--- src/rtl/stream_pf_pkg.sv ---
// Shared types and constants for the stream prefetcher.
// Contents: FSM state enum, line/packet widths, packet field offsets
// and the packed packet layout written into stream_buffer.
package stream_pf_pkg;

   localparam int unsigned LINE_ADDR_WIDTH = 28;
   localparam int unsigned LINE_WIDTH      = 128;
   localparam int unsigned PACKET_WIDTH    = 1 + LINE_ADDR_WIDTH + LINE_WIDTH;

   // Packet field offsets: {valid, line_addr, data}
   localparam int unsigned DATA_LSB  = 0;
   localparam int unsigned ADDR_LSB  = LINE_WIDTH;
   localparam int unsigned VALID_BIT = LINE_WIDTH + LINE_ADDR_WIDTH;

   typedef enum logic [1:0] {
      IDLE,
      FLUSH,
      REQ,
      WRITE
   } pf_state_e;

   typedef struct packed {
      logic                       valid;
      logic [LINE_ADDR_WIDTH-1:0] line_addr;
      logic [LINE_WIDTH-1:0]      data;
   } pf_packet_t;

endpackage

--- src/rtl/stream_prefetcher.sv ---
// Fill engine upstream of stream_buffer. A miss flushes the buffer, then
// lines miss+1 .. miss+MAX_PREFETCH are read from memory one at a time and
// written into the buffer as {valid, line_addr, data} packets.
// Ports:
//   clk_i, rst_ni                 clock, async active-low reset
//   start_i, start_addr_i         miss pulse and missing line address
//   stop_i                        abandon the current stream
//   buf_full_i                    stream_buffer full
//   buf_write_o, buf_flush_o      stream_buffer write / flush strobes
//   buf_packet_o                  packet presented to stream_buffer
//   mem_read_o, mem_addr_o        read request, held until mem_ready_i
//   mem_ready_i, mem_rdata_i      read completion and data
//   busy_o                        engine not idle
//   pf_lines_o                    lines written since reset (only with
//                                 STREAM_PF_STATS_EN defined)
// buf_write_o is a combinational decode of state and buf_full_i/start_i/
// stop_i so the write is dropped in the very cycle the buffer reports full.
module stream_prefetcher
   import stream_pf_pkg::*;
#(
   parameter int unsigned MAX_PREFETCH = 4
) (
   input  logic                       clk_i,
   input  logic                       rst_ni,
   input  logic                       start_i,
   input  logic [LINE_ADDR_WIDTH-1:0] start_addr_i,
   input  logic                       stop_i,
   input  logic                       buf_full_i,
   output logic                       buf_write_o,
   output logic                       buf_flush_o,
   output logic [PACKET_WIDTH-1:0]    buf_packet_o,
   output logic                       mem_read_o,
   output logic [LINE_ADDR_WIDTH-1:0] mem_addr_o,
   input  logic                       mem_ready_i,
   input  logic [LINE_WIDTH-1:0]      mem_rdata_i,
   output logic                       busy_o
`ifdef STREAM_PF_STATS_EN
  ,output logic [15:0]                pf_lines_o
`endif
);

   localparam int unsigned CNT_WIDTH = 8;
   localparam logic [CNT_WIDTH-1:0] MAX_CNT = CNT_WIDTH'(MAX_PREFETCH);

   pf_state_e                  state_q, state_d;
   logic [LINE_ADDR_WIDTH-1:0] addr_q, addr_d;
   logic [CNT_WIDTH-1:0]       count_q, count_d;
   logic                       pend_q, pend_d;
   logic [LINE_ADDR_WIDTH-1:0] pend_addr_q, pend_addr_d;
   logic                       abort_q, abort_d;
   logic                       cap_en;
   logic                       write_c;

   pf_packet_t                 packet_q;
   logic                       flush_q;
   logic                       read_q;
   logic [LINE_ADDR_WIDTH-1:0] mem_addr_q;
   logic                       busy_q;

   // State register
   always_ff @(posedge clk_i or negedge rst_ni) begin
      if (!rst_ni) begin
         state_q <= IDLE;
      end else begin
         state_q <= state_d;
      end
   end

   // Next-state, stream bookkeeping and write strobe
   always_comb begin
      state_d     = state_q;
      addr_d      = addr_q;
      count_d     = count_q;
      pend_d      = pend_q;
      pend_addr_d = pend_addr_q;
      abort_d     = abort_q;
      cap_en      = 1'b0;
      write_c     = 1'b0;

      case (state_q)
         IDLE: begin
            if (start_i) begin
               addr_d  = start_addr_i + LINE_ADDR_WIDTH'(1);
               count_d = '0;
               state_d = FLUSH;
            end
         end

         FLUSH: begin
            if (start_i) begin
               addr_d  = start_addr_i + LINE_ADDR_WIDTH'(1);
               count_d = '0;
               state_d = FLUSH;
            end else if (stop_i) begin
               state_d = IDLE;
            end else begin
               state_d = REQ;
            end
         end

         REQ: begin
            // Requests cannot be withdrawn: remember start/stop, act on completion.
            // The most recent of start/stop wins; start wins a same-cycle tie.
            if (start_i) begin
               pend_d      = 1'b1;
               pend_addr_d = start_addr_i;
               abort_d     = 1'b0;
            end else if (stop_i) begin
               pend_d  = 1'b0;
               abort_d = 1'b1;
            end
            if (mem_ready_i) begin
               if (pend_d) begin
                  addr_d  = pend_addr_d + LINE_ADDR_WIDTH'(1);
                  count_d = '0;
                  pend_d  = 1'b0;
                  state_d = FLUSH;
               end else if (abort_d) begin
                  abort_d = 1'b0;
                  state_d = IDLE;
               end else begin
                  cap_en  = 1'b1;
                  addr_d  = addr_q + LINE_ADDR_WIDTH'(1);
                  count_d = count_q + CNT_WIDTH'(1);
                  state_d = WRITE;
               end
            end
         end

         WRITE: begin
            if (start_i) begin
               addr_d  = start_addr_i + LINE_ADDR_WIDTH'(1);
               count_d = '0;
               state_d = FLUSH;
            end else if (stop_i) begin
               state_d = IDLE;
            end else if (!buf_full_i) begin
               write_c = 1'b1;
               state_d = (count_q == MAX_CNT) ? IDLE : REQ;
            end
         end

         default: begin
            state_d = IDLE;
         end
      endcase
   end

   // Stream address, line count and pending start/stop
   always_ff @(posedge clk_i or negedge rst_ni) begin
      if (!rst_ni) begin
         addr_q      <= '0;
         count_q     <= '0;
         pend_q      <= 1'b0;
         pend_addr_q <= '0;
         abort_q     <= 1'b0;
      end else begin
         addr_q      <= addr_d;
         count_q     <= count_d;
         pend_q      <= pend_d;
         pend_addr_q <= pend_addr_d;
         abort_q     <= abort_d;
      end
   end

   // Registered outputs, decoded from the next state so they align with state_q
   always_ff @(posedge clk_i or negedge rst_ni) begin
      if (!rst_ni) begin
         packet_q   <= '0;
         flush_q    <= 1'b0;
         read_q     <= 1'b0;
         mem_addr_q <= '0;
         busy_q     <= 1'b0;
      end else begin
         flush_q    <= (state_d == FLUSH);
         read_q     <= (state_d == REQ);
         mem_addr_q <= (state_d == REQ) ? addr_d : '0;
         busy_q     <= (state_d != IDLE);
         if (cap_en) begin
            packet_q <= '{valid: 1'b1, line_addr: addr_q, data: mem_rdata_i};
         end
      end
   end

   assign buf_write_o  = write_c;
   assign buf_flush_o  = flush_q;
   assign buf_packet_o = packet_q;
   assign mem_read_o   = read_q;
   assign mem_addr_o   = mem_addr_q;
   assign busy_o       = busy_q;

`ifdef STREAM_PF_STATS_EN
   logic [15:0] lines_q;

   // Saturating count of lines delivered to the buffer
   always_ff @(posedge clk_i or negedge rst_ni) begin
      if (!rst_ni) begin
         lines_q <= '0;
      end else if (write_c && (lines_q != 16'hFFFF)) begin
         lines_q <= lines_q + 16'd1;
      end
   end

   assign pf_lines_o = lines_q;
`endif

endmodule

--- config.mk ---
export PLATFORM = sky130hd
export DESIGN_NAME = stream_prefetcher
export DESIGN_NICKNAME = d
export VERILOG_FILES = /design/src/rtl/stream_pf_pkg.sv /design/src/rtl/stream_prefetcher.sv
export SDC_FILE = /design/constraint.sdc
export NUM_CORES = 1
export LEC_CHECK = 0
export CORE_ASPECT_RATIO = 0.8
export CORE_MARGIN = 3
export CORE_UTILIZATION = 48
export CTS_CLUSTER_SIZE = 40
export DETAILED_ROUTE_END_ITERATION = 12
export MAX_ROUTING_LAYER = met4
export PLACE_DENSITY = 0.91
export SLEW_MARGIN = 20
export SYNTH_ARGS = -nofsm -noshare
export SYNTH_HDL_FRONTEND = slang
export SYNTH_SLANG_ARGS = --single-unit
--- constraint.sdc ---
create_clock -name clk_i -period 2.97 [get_ports clk_i]
set_input_delay 0.7425 -clock clk_i [delete_from_list [all_inputs] [get_ports clk_i]]
set_output_delay 0.7425 -clock clk_i [all_outputs]
set_load 0.02 [all_outputs]
==> impl_summary.md <==
Worst setup path
The worst setup path is launched from an input port. The cell with the largest stage delay on the worst path is sky130_fd_sc_hd__clkdlybuf4s50_1. The worst endpoint required time is 2.23 ns.

The data arrival at the endpoint of the critical path is 2.15 ns. The highest fanout seen on the critical path is 8. The worst-case register-to-register setup slack is 0.69 ns.

The top cell family by delay on the critical path is buffers and inverters. The endpoint kind of the worst setup timing path is an output port. The signal on the critical path passes through clkdlybuf4s50_1, buf_4, nor3_1, buf_4, buf_4. The delay of the slowest critical-path stage is 0.56 ns. The critical path in this run is classified as in2out. The critical path contains buffers and inverters numbering 4 combined.

The cell occurring most often along the worst timing path is sky130_fd_sc_hd__buf_4.

Routing
The number of DRC markers in iteration 0 is 1243. For this run, the detailed router's first-pass iteration total came to 8. Using the TritonRoute via totals, the vias-per-cell ratio works out to 5.64. The count of nets left with antenna violations once routing finished came out at 0. The total length of routed wires is 43.8 mm. The total number of vias is 12100.

Dividing the detail-routed wire length by the instance count gives 20.4 µm. In the routed design, unresolved DRC markers number 0.

Place
The last weighted congestion value of the routability-driven placer is 1.01. The count of buffers added on input and output ports is 350. The cell area after placement is 16900 µm². The worst slack at placement is -0.215 ns. Once detailed placement completed, the half-perimeter wirelength came to 33.5 mm.

STA
The slew of the pin with the lowest slew margin is 0.719 ns. The final critical-path setup slack is 0.0730 ns. Dividing the final minimum period by the clock period gives 0.975.

The final setup violation count is 0. Setup repair after global routing left no endpoint under its margin. The number of slew-limit violations in the final report is 0.

The time the final worst path needs with I/O delays and setup is 2.90 ns. The final setup skew is 0.0119 ns. Derived from the worst setup path, the maximum achievable clock frequency is 0.345 GHz. After routing, the total negative slack on setup checks comes to 0 ns. The number of hold violations in the final report is 0. The headroom to the max-slew limit is 0.519.

Power
For this design the ratio of total power to cell area is 716 nW/µm². IR analysis of the VDD net gives a maximum drop of 0.455 mV. The net switching power is 4.46 mW.

The internal cell power is 8.24 mW. The share of power burned in combinational logic is 0.347. The completed layout was analyzed and its total power is 12.7 mW. The share of total power dissipated in sequential elements is 0.404. The fraction of power spent switching nets is 0.351.

The clock network power share is 0.248. The leakage power total is 8.34 nW.

Global routing
Entering global routing, the biggest net connects 89 pins. In the global route stage, overall resource usage came out at 0.320. The via count of the first global-routing pass is 11800. The remaining global-route overflow is 0. The initial antenna violation count came to 6. The first-pass GRT wire length is 67.2 mm.

Clock tree
Gates resized during post-CTS repair numbered 0. The number of buffers added for setup after CTS is 0. The clock insertion delay at the later pin of the skew report is 0.54 ns. CTS built an H-tree with a depth of 1. TritonCTS built the clock tree. The deepest clock path buffer count is 3. The hold-fix buffer count after cts is 0. Buffers inserted during clock tree synthesis total 26.

The clock tree root buffer cell is sky130_fd_sc_hd__clkbuf_16. After clock tree synthesis, the clock-pin slew on the worst setup and hold paths is 0.06 ns. The clock drives 256 sinks.

Yosys
The number of nets in the synthesized netlist is 1556. Of the synthesized area, sequential elements account for 0.521. The number of register bits inferred by synthesis is 256.

The share of synthesized area in the top cell type comes to 0.521. The count of unique library cells instantiated by Yosys is 74. For this run, the leading register cell type out of synthesis is sky130_fd_sc_hd__dfrtp_1. The number of enable flip-flop cells after synthesis is 0.

The Yosys step of the flow raised 0 warnings. The library cell with the largest summed area after synthesis is sky130_fd_sc_hd__dfrtp_1. By area the synthesized netlist is led by sky130_fd_sc_hd__dfrtp_1 52%, sky130_fd_sc_hd__nand2_1 17%, sky130_fd_sc_hd__o21ai_0 2.1%.

The synthesized netlist occupies a cell area of 12300 µm². The synthesized area divided by synthesized cell count is 8.85 µm². The share of flip-flops with an asynchronous set or reset after synthesis is 1.00. Counting every instance in the synthesized netlist gives 1389.

Die
The die is 149 µm tall. The initial core utilization is 0.497. The floorplan step defined a die boundary enclosing 27600 µm².

The die width is 185 µm. The floorplan has 51 rows. The number of placed I/O pins is 351. In this run the standard cell core region covers 24800 µm².

Run
The tool flagged a number of max-cap violations equal to 0.

Status
The flow ran to the end, and the final reports show no timing, DRC or antenna violations.

Hold path
In this run the worst hold path is classified as in2async.

Finish
The final net count is 1976. In the final layout, the share of cells above drive strength 1 is 0.107. The final standard cell area without fillers is 17700 µm². Relative to the synthesized area, the layout overhead comes to 44.1%. At the end of the flow the core is filled with cells to 0.716.
-- cells in the mapped netlist (all sizes together) (5+ instances only) --
cell type and instances:
nand2 557, dfrtp 256, clkbuf 61, o21ai 54, nand3 47, nor2 43
xor2 29, a21oi 26, mux2i 24, nand4 23, xnor2 22, nor3 18
a22oi 16, buf 16, and2 15, and3 15, mux2 14, nor4 13
or4 13, inv 12, a31oi 9, o31ai 9, nand3b 8, or3 8
nand2b 6, a211oi 5, a22o 5, ha 5, nand4b 5, nor2b 5
-- state kept, by name, indices dropped and copies added, names as in the netlist --
name and cells:
abort_q 1, addr_q 28, buf_flush_o 1, buf_packet_o 157, busy_o 1, count_q 8
mem_addr_o 28, mem_read_o 1, pend_addr_q 28, pend_q 1, state_q 2
-- stage by stage --
step	hold WS, ns	cells
after floorplan	0.442	1389
after global placement	0.449	2099
after detailed placement	0.461	2099
after CTS	0.159	2143
after global routing	0.178	2150
final	0.155	2150
-- worst reg2reg max path, stage by stage, from the launching register on --
cell	delay (ns)
sky130_fd_sc_hd__dfrtp_1	0.45
sky130_fd_sc_hd__nand2b_1	0.46
sky130_fd_sc_hd__nand2_1	0.37
sky130_fd_sc_hd__nand2_1	0.26
sky130_fd_sc_hd__o21ai_0	0.14
sky130_fd_sc_hd__a221oi_1	0.36
sky130_fd_sc_hd__a21oi_1	0.12
-- layout make-up --
class | count | area [µm²]
antenna | 7 | 17.5
clock buffer | 39 | 779
clock inverter | 5 | 36.3
fill | 1823 | 7040
inverter | 12 | 45.0
multi-input combinational | 1044 | 5470
sequential | 256 | 6410
tap | 318 | 398
timing repair buffer | 469 | 4570
-- kinds of logic after synthesis --
group           after synthesis  share of synthesized area
flops                       256                      0.521
mux                          38                     0.0324
compound gates              164                     0.0879
xor+xnor                     51                     0.0363
simple gates                786                      0.280
buf+inv                      89                     0.0374
fa+ha+maj                     5                    0.00509
-- power by group through the flow --
stage | logic (mW) | registers [mW] | clock network [mW]
after floorplan | 1.30 | 5.78 | 0
after global placement | 4.25 | 5.10 | 0
after detailed placement | 4.36 | 5.16 | 0
after CTS | 4.40 | 5.11 | 3.20
after global routing | 4.73 | 5.23 | 3.36
final | 4.41 | 5.13 | 3.15
-- metal layers --
metal	routed length [µm]	track usage	vias up
li1	-	-	5520
met1	17500	0.418	5820
met3	4460	0.0807	134
met4	1640	0.100	0
met5	0	-	-
met2	20200	0.494	643
-- placed cells by master (no fill, tap or decap), drive strengths merged, types with 23 or more instances in the layout --
| master | count |
|---|---|
| nand2 | 557 |
| clkdlybuf4s50 | 347 |
| dfrtp | 256 |
| buf | 122 |
| o21ai | 54 |
| nand3 | 47 |
| nor2 | 43 |
| clkbuf | 39 |
| xor2 | 29 |
| a21oi | 26 |
| mux2i | 24 |
| nand4 | 23 |
-- worst paths after layout --
kind / startpoint / endpoint / cells past startpoint
setup / recovery: stop_i / buf_write_o / 5
hold / removal: rst_ni / buf_packet_o[40] / 1
setup reg to reg: state_q[0] / mem_addr_o[21] / 6
hold reg to reg: buf_packet_o[24] / buf_packet_o[24] / 2
max in group asynchronous: rst_ni / buf_packet_o[142] / 2
min in group clk_i: buf_packet_o[24] / buf_packet_o[24] / 2
No activity file was read; power rests on OpenSTA's default activity.
